[src/rtl/regfile_serializer.sv]
// Multi-lane load/shift register file: captures a wide word and streams each
// lane's contiguous segment out serially, MSB- or LSB-first, one-shot or rotating.
module regfile_serializer #(
  parameter int DATA_WIDTH = 192,
  parameter int LANES      = 4,
  parameter int CNT_W      = $clog2(DATA_WIDTH / LANES)
) (
  input  logic                  clk,
  input  logic                  rst,
  input  logic                  load,
  input  logic [DATA_WIDTH-1:0] data_in,
  input  logic                  en,
  input  logic                  msb_first,
  input  logic                  rotate,
  output logic [LANES-1:0]      shift_out,
  output logic                  valid_out,
  output logic                  done,
  output logic [CNT_W-1:0]      bit_cnt
);

  localparam int SEG = DATA_WIDTH / LANES;

  typedef enum logic {EMPTY, ACTIVE} state_t;

  state_t           state_q, state_d;
  logic [CNT_W-1:0] bit_cnt_q, bit_cnt_d;
  logic             done_q, done_d;
  logic             rotate_q, rotate_d;
  logic             advance;
  logic             last_bit;

  // Load wins over en, so a load with en high never advances the stream.
  assign advance  = en && (state_q == ACTIVE) && !load;
  assign last_bit = (bit_cnt_q == CNT_W'(SEG - 1));

  always_ff @(posedge clk) begin
    if (rst) begin
      state_q   <= EMPTY;
      bit_cnt_q <= '0;
      done_q    <= 1'b0;
      rotate_q  <= 1'b0;
    end else begin
      state_q   <= state_d;
      bit_cnt_q <= bit_cnt_d;
      done_q    <= done_d;
      rotate_q  <= rotate_d;
    end
  end

  always_comb begin
    state_d   = state_q;
    bit_cnt_d = bit_cnt_q;
    done_d    = 1'b0;
    rotate_d  = rotate_q;
    if (load) begin
      state_d   = ACTIVE;
      bit_cnt_d = '0;
      rotate_d  = rotate;
    end else if (advance) begin
      if (last_bit) begin
        done_d    = 1'b1;
        bit_cnt_d = '0;
        if (!rotate_q) state_d = EMPTY;
      end else begin
        bit_cnt_d = bit_cnt_q + CNT_W'(1);
      end
    end
  end

  assign valid_out = (state_q == ACTIVE);
  assign done      = done_q;
  assign bit_cnt   = bit_cnt_q;

  // Each lane keeps its segment reordered so that bit 0 is always the head.
  for (genvar gi = 0; gi < LANES; gi++) begin : g_lane
    logic [SEG-1:0] sr_q, sr_d, load_img;

    always_comb begin
      load_img = '0;
      for (int i = 0; i < SEG; i++) begin
        load_img[i] = msb_first ? data_in[gi*SEG + SEG - 1 - i] : data_in[gi*SEG + i];
      end
    end

    always_comb begin
      sr_d = sr_q;
      if (load) begin
        sr_d = load_img;
      end else if (advance) begin
        sr_d = {(rotate_q ? sr_q[0] : 1'b0), sr_q[SEG-1:1]};
      end
    end

    always_ff @(posedge clk) begin
      if (rst) sr_q <= '0;
      else     sr_q <= sr_d;
    end

    assign shift_out[gi] = valid_out & sr_q[0];
  end

endmodule

[config.mk]
export PLATFORM = sky130hd
export DESIGN_NAME = regfile_serializer
export DESIGN_NICKNAME = d
export VERILOG_FILES = /design/src/rtl/regfile_serializer.sv
export SDC_FILE = /design/constraint.sdc
export NUM_CORES = 1
export LEC_CHECK = 0
export CAP_MARGIN = 20
export CORE_AREA = 2 2 147 149
export DETAILED_ROUTE_END_ITERATION = 16
export DIE_AREA = 0 0 149 151
export HOLD_SLACK_MARGIN = 0.1
export PLACE_DENSITY = 0.81
export SYNTH_ARGS = -nofsm -noshare
export SYNTH_HDL_FRONTEND = slang
export SYNTH_SLANG_ARGS = --single-unit
[constraint.sdc]
create_clock -name clk -period 1.58 [get_ports clk]
set_input_delay 0.316 -clock clk [delete_from_list [all_inputs] [get_ports clk]]
set_output_delay 0.316 -clock clk [all_outputs]
set_load 0.1 [all_outputs]
* After elaboration in Yosys (flattened, before gate mapping)
Cells that the tools add are included. W data, S select, Z words.
Operators by class: add/subtract/negate cells 1, $mul 0, divide/modulo/power cells 0, $lt $le $gt $ge 0, eq/ne operators 2, shift-type cells 0, muxes and demuxes 210, bitwise logic cells 5, reductions and logical operators 8
Operators with widths (count):
- $mux W48 | 8
- $mux W1 | 201
- $add A6 B1 Y6 const B | 1
- $eq A6 B6 Y1 const B | 1
- $mux W6 | 1
- $and A1 B1 Y1 | 4
- $reduce_bool A2 Y1 | 2
- $reduce_and A3 Y1 | 1
- $reduce_or A3 Y1 | 1
- $logic_and A1 B1 Y1 | 2
- $ne A2 B2 Y1 const B | 1
- $reduce_or A2 Y1 | 1
- $logic_not A1 Y1 | 1
- $not A1 Y1 | 1
Word-level totals: register bits 201, latch bits 0, RAM bits 0, ROM bits 0, bits of input ports 198, output and inout port bits 12, logic and storage cells 234, memories 0

* Longest topological paths before layout
Gate-level depths: netlist (run 1).
word-level depth 4, depth in mapped cells 6, mapped depth without buffers 4

* Least setup slack after synthesis (run 1)
Ideal clock, no wire load.
kind register to output, start point reg state_q (netlist: valid_out), end point out shift_out[0], arrival 2.205 ns, required time 1.264 ns, setup slack -0.941 ns, cell stages (with the launch flop) 4, buffers on the path 2, path through dfxtp_1 buf_6 clkbuf_1 and2_1
On the way: longest elaborated chain between the ends 1
RTL lines:
- start: declaration | line 25 | state_t state_q, state_d;
- start signal: assignment | line 43 | state_q <= state_d;
- $and A1 B1 Y1 | line 99 | assign shift_out[gi] = valid_out & sr_q[0];
- end: declaration | line 15 | output logic [LANES-1:0] shift_out,
No other way between the ends.

* Final worst setup path (run 1)
start point reg state_q (netlist: valid_out), end point out shift_out[3]
Same word-level chain as after synthesis.

==> summary.md, run 1 <==
| Metric | Value |
|---|---|
| H-tree depth reported by CTS | `1` |
| Vias after detailed routing | `9977` |
| Row count | `53` |
| Maximum number of pins on one net before global-route repair | `120` |
| Clock latency of the later-clocked register in the worst-skew pair | `510 ps` |
| TritonCTS buffer count | `22` |
| Layout Cell Area excl Fill | `0.0146 mm^2` |
| Max-cap violation count | `0` |
| Worst Hold Path Cells | `2` |
| GRT Resource Usage Total | `25.0%` |
| Number of antenna violations at the first check in global routing | `2` |
| Final hold slack | `148 ps` |
| Highest net fanout along the worst path | `7` |
| Vias in the first global route | `9611` |
| Outcome | `complete, but fails checks` |
| Final number of hold-violating endpoints | `0` |
| Startpoint types | `flip-flop` |
| Setup slack on the worst flop-to-flop path | `30 ps` |
| Number of fill cells | `1580` |
| Worst relative slew slack | `62.5%` |
| Violated checks | `negative setup slack` |
| Most frequent standard cell in the layout excluding fill and tap cells | `sky130_fd_sc_hd__a211oi_1` |
| Final worst path period share | `104%` |
| Dpl cells | `1541` |
| P_leak | `0.00627 uW` |
| Buffer depth of the longest clock path | `3` |
| Non-filler cells in the finished layout | `1595` |
| Max-slew violations | `0` |
| Seq/Total Area, Yosys | `36.7%` |
| Core area | `0.0208 mm^2` |
| Post-synth cell types | `31` |
| Required time worst endpoint | `1260 ps` |
| Clock tree root buffer cell | `sky130_fd_sc_hd__clkbuf_16` |
| Number of cells produced by synthesis | `1164` |
| Total wirelength of the detailed-routed design | `29600 um` |
| Clock Sinks | `201` |
| Clock transition at the registers of the reported paths | `60 ps` |
| Die ar. | `0.0225 mm^2` |
| Slew at the pin closest to its max-slew limit | `562 ps` |
| Die X | `149 um` |
| Class of the tightest hold or removal check | `input port to flip-flop` |
| Placer's final routability congestion estimate | `0.826` |
| Number of nets in the final layout | `1501` |
| DP Wirelength | `18800 um` |
| Worst reg2reg path startpoint | `valid_out$_SDFFE_PP0P_` |
| Share of post-route cells with drive strength above 1 | `11.5%` |
| Yosys warning total | `0` |
| Iter 0 DRT Violations | `693` |
| RSZ-0062 raised after global routing | `yes` |
| Start point of the critical path | `valid_out$_SDFFE_PP0P_` |
| Highest achievable clock rate | `607 MHz` |
| First-pass detailed-route iteration total | `5` |
| Residual DRC | `0` |
| Minimum setup slack after placement | `22.8 ps` |
| Cell taking the most area after synthesis | `sky130_fd_sc_hd__dfxtp_1` |
| Setup slack after layout | `-68.3 ps` |
| Final Critical Period | `1650 ps` |
| Grt ovf | `0` |
| Avg Cell Area, Syn | `9.42 um^2` |
| Wire length of the first global-routing pass | `47100 um` |
| Post-detailed-route via-to-cell ratio | `6.26` |
| Register bit count reported by yosys | `201` |
| End of the worst register-to-register path | `g_lane[0].sr_q[1]$_SDFFE_PP0P_` |
| Critical setup path kind | `flip-flop to output pin` |
| Setup skew after layout | `15.5 ps` |
| Worst EP arrival | `1330 ps` |
| Buffers added on ports | `209` |
| Initial core utilization | `52.7%` |
| DIE HEIGHT | `151 um` |
| Cell Area, Placed | `0.0135 mm^2` |
| Number of nets still failing antenna checks after routing | `0` |
| Net count of the mapped netlist | `1363` |
| Area growth from synthesis to layout | `33.4%` |
| Finish-stage setup viols | `5` |
| Ranking of synthesized cells by area | `sky130_fd_sc_hd__dfxtp_1 37%, sky130_fd_sc_hd__a211oi_1 26%, sky130_fd_sc_hd__mux2i_1 18%, sky130_fd_sc_hd__and3_1 11%, sky130_fd_sc_hd__clkbuf_1 3.5%` |
| Crit path capture | `shift_out[3]` |
| Worst IR drop on VDD | `0.612 mV` |
| Power density normalized to cell area | `946 mW/mm^2` |
| Number of cells on the worst reg-to-reg path | `6` |
| TritonCTS clock tree | `yes` |
| Wire length per cell after detailed routing | `18.6 um` |
| Sum of internal, switching and leakage power | `13800 uW` |
| Syn Std Cell Area | `0.0110 mm^2` |
| Leading cell types in the layout, fill and taps excluded | `360 x sky130_fd_sc_hd__a211oi_1, 194 x sky130_fd_sc_hd__dfxtp_1, 193 x sky130_fd_sc_hd__mux2i_1, 193 x sky130_fd_sc_hd__clkdlybuf4s50_1, 188 x sky130_fd_sc_hd__and3_1` |
| I/O pin total | `210` |
| CP endpoint kind | `output pin` |
| Portion of synthesized cell area occupied by the leading cell type | `36.7%` |
==> power by group <==
group | total, uW | internal (uW) | switching, uW
combinational | 2510 | 1290 | 1220
clock | 5660 | 3540 | 2130
sequential | 5660 | 5460 | 201
total | 13800 | 10300 | 3550
==> per-stage QoR <==
step	setup TNS (ps)	utilization (%)
after floorplan	0	-
after global placement	0	65.0
after detailed placement	0	65.0
after CTS	-296	69.6
after global routing	-438	70.3
final	-250	70.3
==> area by class of cell <==
class	instances	area (um^2)	share of cell area, %
multi-input combinational	808	6410	43.8
sequential	201	4040	27.6
timing repair buffer	266	3010	20.6
clock buffer	28	644	4.41
tap	275	344	2.35
clock inverter	12	166	1.14
inverter	3	11.3	0.0770
antenna	2	5.00	0.0342
==> kinds of logic after synthesis <==
| logic type | Yosys count | share of synthesized area [%] |
|---|---|---|
| simple gates | 217 | 12.3 |
| fa+ha+maj | 1 | 0.114 |
| flops | 201 | 36.7 |
| compound gates | 395 | 26.9 |
| xor+xnor | 1 | 0.0799 |
| mux | 193 | 17.6 |
| buf+inv | 156 | 6.29 |
==> worst min-delay path by stage <==
stage / startpoint / end / slack [ps]
3_3_place_gp: bit_cnt[4]$_SDFFE_PP0P_ / bit_cnt[4]$_SDFFE_PP0P_ / 500
3_5_place_dp: bit_cnt[4]$_SDFFE_PP0P_ / bit_cnt[4]$_SDFFE_PP0P_ / 510
2_1_floorplan: rotate / rotate_q$_SDFFE_PP0P_ / 460
4_1_cts: load / g_lane[3].sr_q[40]$_SDFFE_PP0P_ / 140
5_1_grt: load / g_lane[3].sr_q[38]$_SDFFE_PP0P_ / 150
6_report: load / g_lane[0].sr_q[20]$_SDFFE_PP0P_ / 150
==> sequential cells by signal, indices dropped and copies added, names as in the netlist <==
| register | count |
|---|---|
| bit_cnt | 6 |
| valid_out | 1 |
| done | 1 |
| g_lane.sr_q | 192 |
| rotate_q | 1 |
==> critical path, stage by stage (launching register included) <==
cell and delay (ps):
sky130_fd_sc_hd__dfxtp_4 360, sky130_fd_sc_hd__buf_12 120, sky130_fd_sc_hd__and2_4 170, sky130_fd_sc_hd__buf_12 170
==> metal layers <==
layer | vias to the layer above | track usage, % | wire length (um)
li1 | 4898 | - | -
met1 | 4736 | 32.8 | 13000
met2 | 296 | 43.0 | 14700
met3 | 47 | 3.01 | 1390
met4 | 0 | 7.95 | 638
met5 | - | 0 | 0
==> cells in the mapped netlist, drive strengths merged <==
| master | count |
|---|---|
| a211oi | 384 |
| a21oi | 3 |
| a311oi | 2 |
| a31oi | 1 |
| a41oi | 1 |
| and2 | 5 |
| and3 | 188 |
| and4 | 4 |
| buf | 48 |
| clkbuf | 105 |
| dfxtp | 201 |
| ha | 1 |
| inv | 3 |
| mux2i | 193 |
| nand2 | 6 |
| nand2b | 1 |
| nand3 | 3 |
| nand4 | 1 |
| nor2 | 5 |
| nor4 | 1 |
| o211ai | 2 |
| o21ai | 2 |
| or2 | 1 |
| or3 | 1 |
| or4 | 1 |
| xor2 | 1 |
==> what timing repair did <==
action,4_1_cts,5_1_grt
hold buffers,0,0
resized for setup,5,21
pin swaps,0,4
endpoints found under the setup margin,5,136
cloned,2,1
buffers inserted,6,3
hold endpoints to repair,0,0
Note: power is estimated with default switching activity, not from simulation.
==> inputs of run 2 (changes only) <==
- CORE_AREA: 2 2 147 149 -> 2 2 146 148
- CTS_BUF_LIST: default -> sky130_fd_sc_hd__clkbuf_8
- DIE_AREA: 0 0 149 151 -> 0 0 148 150
- GPL_TIMING_DRIVEN: default -> 0
- PLACE_DENSITY: 0.81 -> 0.82
==> run 2 against run 1 <==
Net effect: register-to-register slack about the same; largest power group unchanged; via count grew 6.3%; cell area down 2.6%; the run still ends with negative setup slack left; non-clock buffer count rose by 93; hold slack gained 280 ps; count of clock-buffer cells in the layout is 19 higher; clock power decreased by 8.1%.
==> summary.md, run 2 (same netlist as run 1, synthesis figures left out) <==
| Metric | Value |
|---|---|
| Violated checks | `negative setup slack` |
| Most flops, register | `g_lane.sr_q` |
| DP Wirelength | `23200 um (+24%)` |
| Maximum number of pins on one net before global-route repair | `13 (-89%)` |
| Number of nets still failing antenna checks after routing | `0 (unchanged)` |
| Number of buffers inserted for hold repair after clock tree synthesis | `0 (unchanged)` |
| Multi-input gate area in the final layout | `0.00628 mm^2 (-2.0%)` |
| TritonCTS buffer count | `37 (+68%)` |
| Final hold slack | `429 ps (+281 ps)` |
| Outcome | `complete, but fails checks` |
| CP endpoint kind | `output pin` |
| Initial core utilization | `53.0% (+0.34 points)` |
| First-pass detailed-route iteration total | `5 (unchanged)` |
| Clock Sinks | `201 (unchanged)` |
| Worst IR drop on VDD | `0.431 mV (-29%)` |
| Finish-stage setup viols | `4 (-1)` |
| Grt ovf | `0 (unchanged)` |
| Share of post-route cells with drive strength above 1 | `10.9% (-0.64 points)` |
| Flip-flop count of the largest register, all copies and words added | `192 (unchanged)` |
| Total wirelength of the detailed-routed design | `32400 um (+9.2%)` |
| Sum of internal, switching and leakage power | `13300 uW (-3.9%)` |
| Crit path capture | `shift_out[2]` |
| Wire length per cell after detailed routing | `18.9 um (+1.9%)` |
| Required time worst endpoint | `1260 ps (about the same)` |
| Clock tree root buffer cell | `sky130_fd_sc_hd__clkbuf_8` |
| Iter 0 DRT Violations | `643 (-7.2%)` |
| Setup slack on the worst flop-to-flop path | `20 ps (about the same)` |
| Die ar. | `0.0222 mm^2 (-1.3%)` |
| GRT Resource Usage Total | `28.6% (+3.5 points)` |
| DIE HEIGHT | `150 um (-0.66%)` |
| TritonCTS clock tree | `yes` |
| Max-slew violations | `0 (unchanged)` |
| Most frequent standard cell in the layout excluding fill and tap cells | `sky130_fd_sc_hd__a211oi_1` |
| Post-detailed-route via-to-cell ratio | `6.21 (-0.79%)` |
| Leading cell types in the layout, fill and taps excluded | `380 x sky130_fd_sc_hd__a211oi_1, 194 x sky130_fd_sc_hd__dfxtp_1, 193 x sky130_fd_sc_hd__mux2i_1, 193 x sky130_fd_sc_hd__clkdlybuf4s50_1, 188 x sky130_fd_sc_hd__and3_1` |
| Final Critical Period | `1690 ps (+40.1 ps)` |
| Worst EP arrival | `1370 ps (+40 ps)` |
| Area of all sequential standard cells | `0.00404 mm^2 (unchanged)` |
| Clock transition at the registers of the reported paths | `70 ps (about the same)` |
| H-tree depth reported by CTS | `2 (+1)` |
| Worst relative slew slack | `53.4% (-9.1 points)` |
| Class of the tightest hold or removal check | `input port to flip-flop` |
| Core area | `0.0207 mm^2 (-0.64%)` |
| Slew at the pin closest to its max-slew limit | `699 ps (+137 ps)` |
| Buffers added on ports | `205 (-1.9%)` |
| Critical setup path kind | `flip-flop to output pin` |
| Die X | `148 um (-0.67%)` |
| Row count | `53 (unchanged)` |
| Worst reg2reg path startpoint | `valid_out$_SDFFE_PP0P_` |
| RSZ-0062 raised after global routing | `yes` |
| Number of antenna violations at the first check in global routing | `1 (-1)` |
| Non-filler cells in the finished layout | `1709 (+7.1%)` |
| Vias after detailed routing | `10600 (+6.3%)` |
| Area growth from synthesis to layout | `30.0%` |
| I/O pin total | `210 (unchanged)` |
| Highest net fanout along the worst path | `6 (-1)` |
| Setup skew after layout | `12.5 ps (-3.00 ps)` |
| Number of nets in the final layout | `1608 (+7.1%)` |
| Setup slack after layout | `-108 ps (-40.1 ps)` |
| Buffer depth of the longest clock path | `3 (unchanged)` |
| Start point of the critical path | `valid_out$_SDFFE_PP0P_` |
| Residual DRC | `0 (unchanged)` |
| Vias in the first global route | `10400 (+8.3%)` |
| Max-cap violation count | `0 (unchanged)` |
| Minimum setup slack after placement | `-837 ps (-859 ps)` |
| Power density normalized to cell area | `933 mW/mm^2 (-1.4%)` |
| P_leak | `0.00618 uW (-1.4%)` |
| Wire length of the first global-routing pass | `52000 um (+10%)` |
| Clock latency of the later-clocked register in the worst-skew pair | `520 ps (about the same)` |
| Utilization of the core after routing | `68.9% (-1.4 points)` |
| Final worst path period share | `107% (+2.5 points)` |
| End of the worst register-to-register path | `g_lane[2].sr_q[41]$_SDFFE_PP0P_` |
| Startpoint types | `flip-flop` |
| Number of fill cells | `1683 (+6.5%)` |
| Highest achievable clock rate | `592 MHz (-2.4%)` |
| Placer's final routability congestion estimate | `0.860 (+4.1%)` |
| Final number of hold-violating endpoints | `0 (unchanged)` |
| Number of cells on the worst reg-to-reg path | `5 (-1)` |
| Dpl cells | `1644 (+6.7%)` |
[run 2: cell types whose count changed in the layout (fill, tap and decap cells not counted), moves of 17 or more]
cell                        previous run  this run
sky130_fd_sc_hd__clkbuf_1              0        83
sky130_fd_sc_hd__clkbuf_16            23         0
sky130_fd_sc_hd__clkbuf_2              0        17
sky130_fd_sc_hd__a211oi_2             24         4
sky130_fd_sc_hd__buf_12               36         5
sky130_fd_sc_hd__a211oi_1            360       380
sky130_fd_sc_hd__buf_2                 0        37
sky130_fd_sc_hd__clkbuf_8              5        47
[run 2: worst min-delay path by stage]
stage | slack [ps] | from | end | depth (start not counted)
floorplan | 460 | rotate | rotate_q$_SDFFE_PP0P_ | 2
global placement | 490 | bit_cnt[3]$_SDFFE_PP0P_ | bit_cnt[3]$_SDFFE_PP0P_ | 1
detailed placement | 500 | bit_cnt[0]$_SDFFE_PP0P_ | bit_cnt[0]$_SDFFE_PP0P_ | 2
CTS | 400 | rst | rotate_q$_SDFFE_PP0P_ | 3
global route | 460 | rst | rotate_q$_SDFFE_PP0P_ | 3
finish | 430 | load | bit_cnt[4]$_SDFFE_PP0P_ | 4
[run 2: area by class of cell]
cell class / count / area share [%]
sequential: 201 / 28.3
inverter: 3 / 0.0790
buffer: 152 / 5.03
antenna: 2 / 0.0351
tap: 275 / 2.41
multi-input combinational: 807 / 44.1
timing repair buffer: 207 / 14.6
clock inverter: 15 / 0.843
clock buffer: 47 / 4.54
[run 2: worst max-delay path, cell delays in order, from the launching register on]
cell and delay [ps]:
sky130_fd_sc_hd__dfxtp_4 390, sky130_fd_sc_hd__buf_12 120, sky130_fd_sc_hd__and2_4 170, sky130_fd_sc_hd__buf_12 180
[run 2: power breakdown]
group / total, uW / leakage (uW) / switching [uW] / internal, uW
Clock: 5200 / 0.000422 / 2210 / 2990
Combinational: 2450 / 0.00409 / 1270 / 1180
Sequential: 5650 / 0.00167 / 189 / 5460
[run 2: metrics by stage]
stage / TNS [ps] / area, um^2
floorplan: 0 / 11000
global placement: -30690 / 13400
detailed placement: -33560 / 13400
CTS: -423 / 14200
global route: -1570 / 14300
finish: -371 / 14300
[run 2: timing repair]
| action | CTS | global route |
|---|---|---|
| setup buffers | 2 | 0 |
| setup endpoints to repair | 36 | 128 |
| pin swaps | 0 | 2 |
| gates cloned | 0 | 0 |
| gates resized for setup | 97 | 27 |
[run 2: per-layer routing]
layer | up-vias | track usage [%] | routed length, um
li1 | 5101 | - | -
met1 | 5066 | 37.1 | 14200
met2 | 367 | 48.3 | 15300
met3 | 72 | 4.27 | 1920
met4 | 0 | 10.3 | 989
met5 | - | 0 | 0
